[src/rtl/memory_arbiter.sv]
// memory_arbiter: serialises datapath instruction fetches and data
// loads/stores onto a single RAM port. Data has priority, but a pending
// fetch wins once after each data access. A RAM that never answers
// raises a sticky error instead of deadlocking the datapath.
module memory_arbiter #(
  parameter int TIMEOUT = 64
) (
  input  logic        CLK,
  input  logic        nRST,
  input  logic        imemREN,
  input  logic [31:0] imemaddr,
  input  logic        dmemREN,
  input  logic        dmemWEN,
  input  logic [31:0] dmemaddr,
  input  logic [31:0] dmemstore,
  input  logic        halt,
  output logic        ihit,
  output logic [31:0] imemload,
  output logic        dhit,
  output logic [31:0] dmemload,
  output logic        ramREN,
  output logic        ramWEN,
  output logic [31:0] ramaddr,
  output logic [31:0] ramstore,
  input  logic [31:0] ramload,
  input  logic [1:0]  ramstate,
  output logic        halted,
  output logic        mem_err
);

  localparam logic [1:0]  RAM_ACCESS   = 2'd2;
  localparam logic [31:0] TIMEOUT_WORD = 32'hBAD1_BAD1;
  localparam int          CNT_W        = (TIMEOUT > 1) ? $clog2(TIMEOUT) : 1;
  localparam logic [CNT_W-1:0] WAIT_LAST = CNT_W'(TIMEOUT - 1);

  typedef enum logic [2:0] {
    IDLE,
    IREQ,
    DREQ,
    IRESP,
    DRESP,
    HALT
  } state_t;

  state_t           state;
  logic [31:0]      req_addr;
  logic [31:0]      req_data;
  logic             req_we;
  logic [CNT_W-1:0] wcnt;
  logic             last_was_data;

  logic ram_ready;
  logic wait_done;
  logic data_pending;
  logic data_grant;

  // Request qualification for the IDLE decision and wait-limit detection
  always_comb begin
    ram_ready    = (ramstate == RAM_ACCESS);
    wait_done    = (wcnt == WAIT_LAST);
    data_pending = dmemREN | dmemWEN;
    // A fetch that was held back by the previous data access goes first.
    data_grant   = data_pending & ~(last_was_data & imemREN);
  end

  // Arbiter FSM: grant, wait for RAM, return one hit, or halt for good
  always_ff @(posedge CLK or posedge nRST) begin
    if (nRST) begin
      state         <= IDLE;
      req_addr      <= '0;
      req_data      <= '0;
      req_we        <= 1'b0;
      wcnt          <= '0;
      last_was_data <= 1'b0;
      imemload      <= '0;
      dmemload      <= '0;
      mem_err       <= 1'b0;
    end else begin
      case (state)
        IDLE: begin
          if (halt) begin
            state <= HALT;
          end else if (data_grant) begin
            req_addr <= dmemaddr;
            req_data <= dmemstore;
            req_we   <= dmemWEN;
            wcnt     <= '0;
            state    <= DREQ;
          end else if (imemREN) begin
            req_addr <= imemaddr;
            req_we   <= 1'b0;
            wcnt     <= '0;
            state    <= IREQ;
          end
        end
        IREQ: begin
          if (ram_ready) begin
            imemload <= ramload;
            state    <= IRESP;
          end else if (wait_done) begin
            // RAM never answered: abandon the fetch but still hand back a word.
            mem_err  <= 1'b1;
            imemload <= TIMEOUT_WORD;
            state    <= IRESP;
          end else begin
            wcnt <= wcnt + CNT_W'(1);
          end
        end
        DREQ: begin
          if (ram_ready) begin
            if (!req_we) begin
              dmemload <= ramload;
            end
            state <= DRESP;
          end else if (wait_done) begin
            mem_err  <= 1'b1;
            dmemload <= TIMEOUT_WORD;
            state    <= DRESP;
          end else begin
            wcnt <= wcnt + CNT_W'(1);
          end
        end
        IRESP: begin
          last_was_data <= 1'b0;
          state         <= IDLE;
        end
        DRESP: begin
          last_was_data <= 1'b1;
          state         <= IDLE;
        end
        HALT: begin
          state <= HALT;
        end
        default: begin
          state <= IDLE;
        end
      endcase
    end
  end

  // RAM strobes and hit pulses decode straight from the state register,
  // so an asynchronous reset drops them without waiting for a clock edge.
  always_comb begin
    ihit     = (state == IRESP);
    dhit     = (state == DRESP);
    halted   = (state == HALT);
    ramREN   = (state == IREQ) | ((state == DREQ) & ~req_we);
    ramWEN   = (state == DREQ) & req_we;
    ramaddr  = ((state == IREQ) || (state == DREQ)) ? req_addr : 32'h0;
    ramstore = (state == DREQ) ? req_data : 32'h0;
  end

endmodule

[config.mk]
export PLATFORM = sky130hd
export DESIGN_NAME = memory_arbiter
export DESIGN_NICKNAME = d
export VERILOG_FILES = /design/src/rtl/memory_arbiter.sv
export SDC_FILE = /design/constraint.sdc
export NUM_CORES = 1
export LEC_CHECK = 0
export ABC_AREA = 1
export ABC_CLOCK_PERIOD_IN_PS = 13200
export CORE_ASPECT_RATIO = 1.5
export CORE_MARGIN = 4
export CORE_UTILIZATION = 41
export DETAILED_ROUTE_END_ITERATION = 6
export PLACE_DENSITY = 0.76
export SLEW_MARGIN = 25
export SYNTH_ARGS = -nofsm -noshare
export SYNTH_HDL_FRONTEND = slang
export SYNTH_SLANG_ARGS = --single-unit
[constraint.sdc]
create_clock -name CLK -period 13.2 [get_ports CLK]
set_clock_uncertainty 0.05 [all_clocks]
set_input_delay 1.32 -clock CLK [delete_from_list [all_inputs] [get_ports CLK]]
set_output_delay 1.32 -clock CLK [all_outputs]
set_load 0.005 [all_outputs]
==> results.json, run 1 <==
{
  "status": "finished, final reports clean",
  "syn_to_final_growth_pct": 47.1,
  "die_y_um": 166,
  "postSynthRegisterBits": 140,
  "tightest_slew_ns": 0.985,
  "fin_ws_ns": 9.51,
  "cts_buffers": 17,
  "clock_sinks": 140,
  "cts-root-buf": "clkbuf_16",
  "io_pins": 270,
  "hold-path-endpoint": "imemload[5]$_DFFE_PP0P_",
  "worstHoldPathType": "flip-flop to flip-flop",
  "drtIter0Drc": 306,
  "layout_commonest_cell": "clkdlybuf4s50_1",
  "dr_total_vias": 5887,
  "ys_warn_count": 0,
  "drv_cap": 0,
  "period_needed_ns": 3.69,
  "antenna_left": 0,
  "htreeDepth": 4,
  "final_layout_size_suffix_gt1_share_pct": 14.1,
  "start_util_pct": 42.0,
  "ctsResizeCount": 0,
  "mostFrequentLayoutCells": "269 x clkdlybuf4s50_1, 239 x nand2_1, 140 x dfrtp_1",
  "finalHoldViolCount": 0,
  "pre_cts_ws_ns": 9.22,
  "hold_buffers": 0,
  "syn_inst": 807,
  "rr_worst_depth": 6,
  "synthesis.nets": 944,
  "drc": 0,
  "final_max_slew_viol_count": 0,
  "cp.arrival_ns": 2.32,
  "grt_max_degree": 88,
  "rsz0062_at_grt": "false",
  "hold_depth": 2,
  "stdcell_count": 1276,
  "leakage_nw": 4.74,
  "path_clk_slew_ns": 0.06,
  "crit_type": "flip-flop to primary output",
  "async_flop_share_pct": 100,
  "grt_pass1_vias": 6000,
  "wl_mm": 18.3,
  "cp_slowest_cell": "clkdlybuf4s50_1",
  "cts_tree": "yes",
  "port_buffers": 269,
  "max_stage_delay_ns": 0.50,
  "dieArea_sq_um": 18800,
  "r2r-start": "state[2]$_DFFE_PP0P_",
  "gp_congestion": 0.826,
  "antennaDiodeCount": 0,
  "rows": 57,
  "firstDrtPassIters": 4,
  "synth_area_sq_um": 6830,
  "die_w_um": 113,
  "avgSynthCellArea_sq_um": 8.47,
  "avgRoutedWirePerCell_um": 14.3,
  "synth-edff-count": 0,
  "clk_path_buf_depth": 2,
  "critPathMaxFanout": 37,
  "path_common_cell": "nor2_1",
  "hold_start": "imemload[5]$_DFFE_PP0P_",
  "finalCritPeriodShare_pct": 27.9,
  "grt_pass1_wl_mm": 29.7,
  "dp_hpwl_mm": 13.2,
  "synth_top_flop_cell": "dfrtp_1",
  "ir_drop_v": 0.000109,
  "power.density_nw_per_um2": 212,
  "cts_setup_buffers": 0,
  "synth_seq_area_share_pct": 51.3,
  "clkLatencyLatePin_ns": 0.41,
  "setup_violations": 0,
  "fmax_mhz": 271,
  "tns_ns": 0,
  "coreArea_sq_um": 16300,
  "ys_types": 26,
  "fin_nets": 1194,
  "track_usage_pct": 19.7,
  "r2r_slack_ns": 10.99,
  "grt_overflow": 0,
  "slew_headroom_pct": 34.2,
  "cp-start-kind": "flip-flop",
  "post_drt_via_cell_ratio": 4.61,
  "place_inst": 1244,
  "antenna_found_initial": 0,
  "crit_chain": "nor2_1, nor2_4, inv_2, nor2_1, clkdlybuf4s50_1",
  "end_kind": "primary output",
  "cp.required_ns": 11.83,
  "r2r_end": "dmemload[7]$_DFFE_PP0P_"
}
==> state kept, by name (all words and copies together) (netlist names) <==
register / cells
state: 3
req_data: 32
wcnt: 6
dmemload: 32
req_we: 1
req_addr: 32
imemload: 32
mem_err: 1
last_was_data: 1
==> kinds of logic after synthesis <==
logic type,Yosys count,synth area share [%]
simple gates,402,24.1
fa+ha+maj,1,0.183
compound gates,136,14.6
buf+inv,127,9.65
xor+xnor,1,0.128
flops,140,51.3
==> critical path: cells and delay by family, from the launching register on <==
kind,cells,cell delay [ns]
AND/OR/NAND/NOR,3,0.45
buffers and inverters,2,0.98
flip-flops,1,0.46
==> how the worst max path moves through the flow <==
| stage | from | to | slack (ns) | depth (start not counted) |
|---|---|---|---|---|
| after floorplan | nRST | dmemload[0]$_DFFE_PP0P_ | 8.08 | 1 |
| after global placement | ramstate[1] | imemload[16]$_DFFE_PP0P_ | 9.30 | 8 |
| after detailed placement | ramstate[1] | dmemload[8]$_DFFE_PP0P_ | 9.22 | 8 |
| after CTS | state[1]$_DFFE_PP0P_ | ramaddr[21] | 9.46 | 5 |
| after global routing | state[1]$_DFFE_PP0P_ | ramaddr[20] | 9.32 | 5 |
| final | state[1]$_DFFE_PP0P_ | ramaddr[5] | 9.51 | 5 |
==> per-layer routing <==
| metal | track usage, % | share of wire, % | routed length (um) | vias up |
|---|---|---|---|---|
| met5 | 0 | 0 | 0 | - |
| met2 | 36.1 | 54 | 9780 | 170 |
| met4 | 7.95 | 3.2 | 583 | 0 |
| li1 | - | - | - | 2988 |
| met1 | 21.6 | 38 | 6920 | 2693 |
| met3 | 4.67 | 5.4 | 988 | 36 |
==> area by class of cell <==
cell class              count  area, sq um
clock buffers              17          425
fillers                  1441         6210
multi-input cells         540         2670
clock inverters            15          150
inverters                  86          330
repair buffers            272         2720
flip-flops and latches    140         3500
well taps                 206          258
==> metrics by stage <==
step	instance area, sq um	power [W]	hold WS [ns]	utilization [%]
after floorplan	6830	0.00120	0.399	-
after global placement	9480	0.00166	0.415	58.3
after detailed placement	9480	0.00169	0.417	58.3
after CTS	10100	0.00217	0.434	61.8
after global routing	10100	0.00229	0.448	61.8
final	10100	0.00213	0.431	61.8
==> cell usage after synthesis, types with 4 or more instances <==
cell type | number | area share [%]
nand2_1 | 239 | 13
dfrtp_1 | 140 | 51
nor2_1 | 124 | 6.8
inv_1 | 80 | 4.4
o21ai_2 | 51 | 6.5
o21ai_1 | 36 | 2.6
a21oi_2 | 33 | 4.2
buf_6 | 20 | 3.3
nand3_1 | 13 | 0.95
o21ai_0 | 13 | 0.95
buf_2 | 12 | 0.88
nor2_2 | 11 | 1.0
clkbuf_1 | 5 | 0.27
inv_2 | 5 | 0.27
buf_4 | 4 | 0.44
nand2_2 | 4 | 0.37
nand2_4 | 4 | 0.66
==> power breakdown <==
group | total [W] | switching [W] | internal, W
clock | 0.000467 | 0.000201 | 0.000266
combinational | 0.000954 | 0.000454 | 0.000500
sequential | 0.000713 | 0.0000894 | 0.000624
Power figures use the tool's default switching activity.
==> run 2: changes to the inputs <==
- ABC_CLOCK_PERIOD_IN_PS: 13200 -> 3500
- clock period: 13.2 -> 3.5 ns (I/O delays scaled with it)
==> run 2 against run 1 <==
Effect of this change: first-iteration DRC count decreased by 11%; combinational power increased to 3.8 times the previous value; die area unchanged; count of clock-buffer cells in the layout unchanged; critical path type unchanged; critical path depth unchanged.
==> results.json, run 2 (synthesis results as in run 1) <==
{
  "status": "finished, final reports clean",
  "clkPwrFrac_pct": 22.3,
  "avgRoutedWirePerCell_um": 14.7,
  "cts_buffers": 17,
  "end_kind": "primary output",
  "cp_slowest_cell": "inv_2",
  "syn_to_final_growth_pct": 47.9,
  "cp.arrival_ns": 2.34,
  "fin_nets": 1196,
  "drv_cap": 0,
  "antenna_left": 0,
  "rows": 57,
  "tns_ns": 0,
  "period_needed_ns": 2.74,
  "timing.critical_path.buf_inv": 2,
  "dieArea_sq_um": 18800,
  "antennaDiodeCount": 0,
  "setup_violations": 0,
  "crit_chain": "nor2_1, nor2_4, inv_2, nor2_1, clkdlybuf4s50_1",
  "ctsResizeCount": 0,
  "grt_pass1_wl_mm": 30.6,
  "wl_mm": 18.8,
  "intPower_w": 0.00526,
  "power.density_nw_per_um2": 804,
  "power_frac_seq_pct": 33.1,
  "grt_max_degree": 141,
  "hold_buffers": 0,
  "crit_type": "flip-flop to primary output",
  "cts-root-buf": "clkbuf_16",
  "coreArea_sq_um": 16300,
  "gp_congestion": 0.818,
  "cts_setup_buffers": 0,
  "p_comb_share_pct": 44.7,
  "grt_pass1_vias": 6003,
  "clk_path_buf_depth": 2,
  "htreeDepth": 4,
  "pre_cts_ws_ns": 0.831,
  "finalHoldViolCount": 0,
  "dp_hpwl_mm": 13.5,
  "clock_sinks": 140,
  "port_buffers": 269,
  "final_max_slew_viol_count": 0,
  "switching_share_pct": 35.3,
  "start_util_pct": 42.0,
  "cpLargestDelayFamily": "buffers and inverters",
  "finalCritPeriodShare_pct": 78.3,
  "io_pins": 270,
  "slew_headroom_pct": 31.9,
  "ir_drop_v": 0.000393,
  "dr_total_vias": 5986,
  "tightest_slew_ns": 1.02,
  "cts_tree": "yes",
  "leakage_nw": 4.77,
  "die_y_um": 166,
  "post_drt_via_cell_ratio": 4.68,
  "power.switching_w": 0.00287,
  "critPathMaxFanout": 37,
  "worstHoldPathType": "flip-flop to flip-flop",
  "seqCellArea_sq_um": 3500,
  "mostFrequentLayoutCells": "269 x clkdlybuf4s50_1, 239 x nand2_1, 140 x dfrtp_1",
  "fmax_mhz": 365,
  "firstDrtPassIters": 5,
  "antenna_found_initial": 0,
  "multi_input_area_sq_um": 2680,
  "layout_commonest_cell": "clkdlybuf4s50_1",
  "track_usage_pct": 20.3,
  "grt_overflow": 0,
  "drc": 0,
  "cp-start-kind": "flip-flop",
  "clkLatencyLatePin_ns": 0.41,
  "path_common_cell": "nor2_1",
  "cp.required_ns": 3.10,
  "fill_cells": 1435,
  "stdcell_count": 1278,
  "place_inst": 1246,
  "rsz0062_at_grt": "false",
  "fin_ws_ns": 0.760,
  "final_layout_size_suffix_gt1_share_pct": 14.3,
  "path_clk_slew_ns": 0.06,
  "drtIter0Drc": 272,
  "die_w_um": 113,
  "max_stage_delay_ns": 0.51
}
## run 2: area by class of cell
class / instances / area share [%]
sequential: 140 / 34.7
timing repair buffer: 274 / 27.1
multi-input combinational: 540 / 26.5
clock buffer: 17 / 4.21
inverter: 86 / 3.26
tap: 206 / 2.55
clock inverter: 15 / 1.71
## run 2: through the flow
step                hold slack (ns)  instance area, sq um  utilization [%]  total power [W]
CTS                           0.432                 10100             62.1          0.00824
finish                        0.427                 10100             62.1          0.00813
global route                  0.440                 10100             62.1          0.00874
floorplan                     0.399                  6840                -          0.00451
detailed placement            0.417                  9510             58.5          0.00639
global placement              0.414                  9510             58.5          0.00630
## run 2: routing by layer
metal	track usage, %	wire, um	part of all wire (%)
met4	8.47	614	3.3
met3	4.96	1090	5.8
met1	22.8	6990	37
met5	0	0	0
met2	36.2	10000	54
## run 2: power by group through the flow
stage               Combinational (W)  Sequential, W  Clock [W]
CTS                           0.00370        0.00269    0.00185
global route                  0.00404        0.00277    0.00193
finish                        0.00363        0.00269    0.00181
global placement              0.00361        0.00269          0
floorplan                     0.00183        0.00269          0
detailed placement            0.00368        0.00271          0
## run 2: tightest hold or removal path, stage by stage, from the launching register on
cell and delay [ns]:
dfrtp_1 0.34, nand2_1 0.06, o21ai_2 0.05
## run 2: worst paths after layout
kind	slack (ns)	startpoint	end	cells past startpoint
max	0.76	state[1]$_DFFE_PP0P_	ramaddr[20]	5
min reg2reg	0.43	dmemload[24]$_DFFE_PP0P_	dmemload[24]$_DFFE_PP0P_	2
max reg2reg	1.33	state[2]$_DFFE_PP0P_	dmemload[26]$_DFFE_PP0P_	6
max in group asynchronous	2.40	nRST	req_data[4]$_DFFE_PP0P_	3
min	0.43	dmemload[24]$_DFFE_PP0P_	dmemload[24]$_DFFE_PP0P_	2
min in group asynchronous	0.46	nRST	req_addr[5]$_DFFE_PP0P_	3
==> run 3: changes to the inputs <==
- ABC_CLOCK_PERIOD_IN_PS: 3500 -> 2200
- CORE_UTILIZATION: 41 -> 40
- PLACE_DENSITY: 0.76 -> 0.78
- clock period: 3.5 -> 2.2 ns (I/O delays scaled with it)
==> run 3 against run 2 <==
Effect of this change: count of clock-buffer cells in the layout increased by 1; sequential power is 57% higher; non-clock buffer count up 22; die area grew 2.3%; combinational power increased by 61%; cell area up 2.4%; sequential share of layout area decreased by 0.78 points; utilization decreased by 0.45 points; setup slack got worse by 0.75 ns; global-route usage fell by 0.42 points; largest cell class unchanged; largest power group unchanged; highest routed layer unchanged.
==> results.json, run 3 (synthesis results as in run 1) <==
{
  "status": "finished, final reports clean",
  "drv_cap": 0,
  "antennaDiodeCount": 0,
  "grt_pass1_vias": 6175,
  "cts-root-buf": "clkbuf_16",
  "track_usage_pct": 19.9,
  "mostFrequentLayoutCells": "239 x nand2_1, 230 x clkdlybuf4s50_1, 139 x dfrtp_1",
  "timing.critical_path.buf_inv": 3,
  "layout_commonest_cell": "nand2_1",
  "firstDrtPassIters": 5,
  "coreArea_sq_um": 16800,
  "intPower_w": 0.00838,
  "critPathMaxFanout": 3,
  "pre_cts_ws_ns": 0.246,
  "clkPwrFrac_pct": 21.8,
  "drc": 0,
  "dr_total_vias": 6013,
  "rows": 58,
  "start_util_pct": 40.8,
  "hold_buffers": 0,
  "finalHoldViolCount": 0,
  "finalCritPeriodShare_pct": 99.5,
  "end_kind": "primary output",
  "grt_pass1_wl_mm": 30.4,
  "switching_share_pct": 34.9,
  "p_comb_share_pct": 45.3,
  "cp.required_ns": 1.93,
  "drtIter0Drc": 300,
  "clkLatencyLatePin_ns": 0.41,
  "rsz0062_at_grt": "true",
  "io_pins": 270,
  "antenna_left": 0,
  "die_y_um": 168,
  "dp_hpwl_mm": 13.9,
  "die_w_um": 115,
  "fin_ws_ns": 0.0112,
  "slew_headroom_pct": 73.1,
  "post_drt_via_cell_ratio": 4.61,
  "avgRoutedWirePerCell_um": 14.3,
  "top_layer": "met4",
  "clk_path_buf_depth": 2,
  "final_layout_size_suffix_gt1_share_pct": 16.0,
  "fill_cells": 1462,
  "met3WireLength_um": 913,
  "clock_sinks": 140,
  "dr_wl_met2_mm": 9.67,
  "wirelength_met1_mm": 7.25,
  "max_stage_delay_ns": 0.53,
  "gp_congestion": 0.794,
  "crit_type": "flip-flop to primary output",
  "final_max_slew_viol_count": 0,
  "tightest_slew_ns": 0.404,
  "cts_tree": "yes",
  "power_frac_seq_pct": 32.8,
  "hold_slack_ns": 0.222,
  "cpLargestDelayFamily": "buffers and inverters",
  "cp_slowest_cell": "clkdlybuf4s50_1",
  "power.density_nw_per_um2": 1250,
  "htreeDepth": 4,
  "cp.arrival_ns": 1.92,
  "power.switching_w": 0.00450,
  "syn_to_final_growth_pct": 51.4,
  "port_buffers": 269,
  "grt_overflow": 0,
  "antenna_found_initial": 0,
  "worstHoldPathType": "input port to asynchronous set/reset pin",
  "period_needed_ns": 2.19,
  "fmax_mhz": 457,
  "ir_drop_v": 0.000610,
  "path_clk_slew_ns": 0.06,
  "leakage_nw": 5.13,
  "dieArea_sq_um": 19300,
  "grt_max_degree": 77,
  "cts_buffers": 17,
  "fin_nets": 1218,
  "cp-start-kind": "flip-flop",
  "crit_chain": "buf_4, nor2_1, nand2_1, inv_1, clkdlybuf4s50_1",
  "setup_violations": 0,
  "wl_mm": 18.6
}
-- run 3: changes by cell type in the layout (fill, tap and decap cells not counted), moves of 2 or more --
cell,delta
buf_4,+12
clkinv_8,-2
buf_12,+8
buf_6,+2
dlymetal6s2s_1,+6
clkdlybuf4s50_1,-39
dlygate4sd2_1,+33
-- run 3: worst register-to-register path, delay by kind of cell (launching register included) --
family	cells	cell delay (ns)
simple gates	5	0.61
flops	1	0.42
buf+inv	2	0.37
fa+ha+maj	1	0.24
compound gates	1	0.06
-- run 3: worst paths after layout --
path,start,endpoint,slack [ns],depth (start not counted)
worst min register to register,mem_err$_DFFE_PP0P_,mem_err$_DFFE_PP0P_,0.43,1
worst min-delay path,nRST,state[0]$_DFFE_PP0P_,0.22,3
worst max register to register,wcnt[0]$_DFFE_PP0P_,imemload[15]$_DFFE_PP0P_,0.36,9
worst max-delay path,state[0]$_DFFE_PP0P_,dhit,0.01,5
max in group asynchronous,nRST,req_data[15]$_DFFE_PP0P_,1.53,3
min in group CLK,ramload[17],dmemload[17]$_DFFE_PP0P_,0.33,3
-- run 3: area by class of cell --
class | instances | area, sq um | share of cell area [%]
multi-input combinational | 540 | 2680 | 25.9
tap | 210 | 263 | 2.54
sequential | 140 | 3500 | 33.9
clock buffer | 18 | 429 | 4.15
clock inverter | 14 | 149 | 1.44
inverter | 86 | 329 | 3.18
timing repair buffer | 296 | 2990 | 28.9
-- run 3: through the flow --
| step | TNS, ns | instances | utilization (%) | total power [W] | cell area, sq um |
|---|---|---|---|---|---|
| after detailed placement | 0 | 1264 | 58.0 | 0.0103 | 9720 |
| after floorplan | 0 | 807 | - | 0.00718 | 6840 |
| after global placement | 0 | 1264 | 58.0 | 0.0101 | 9720 |
| after CTS | 0 | 1304 | 61.6 | 0.0131 | 10300 |
| after global routing | -1.29 | 1304 | 61.7 | 0.0139 | 10300 |
| final | 0 | 1304 | 61.7 | 0.0129 | 10300 |
-- run 3: power groups by stage --
stage                     Clock, W  Combinational (W)  Sequential [W]
final                      0.00281            0.00584         0.00423
after global routing       0.00301            0.00649         0.00438
after CTS                  0.00289            0.00594         0.00424
after detailed placement         0            0.00601         0.00429
after global placement           0            0.00590         0.00424
after floorplan                  0            0.00291         0.00428
-- run 3: what timing repair did --
action / CTS / global route
pin swaps: 3 / 0
setup buffers: 8 / 0
resized for setup: 36 / 7
setup endpoints to repair: 61 / 54
cloned: 0 / 0
-- run 3: layer usage --
layer  vias to the layer above  GRT usage [%]
met5                         -              0
met4                         0           9.45
met3                        45           4.53
met2                       184           34.5
met1                      2755           22.9
li1                       3029              -
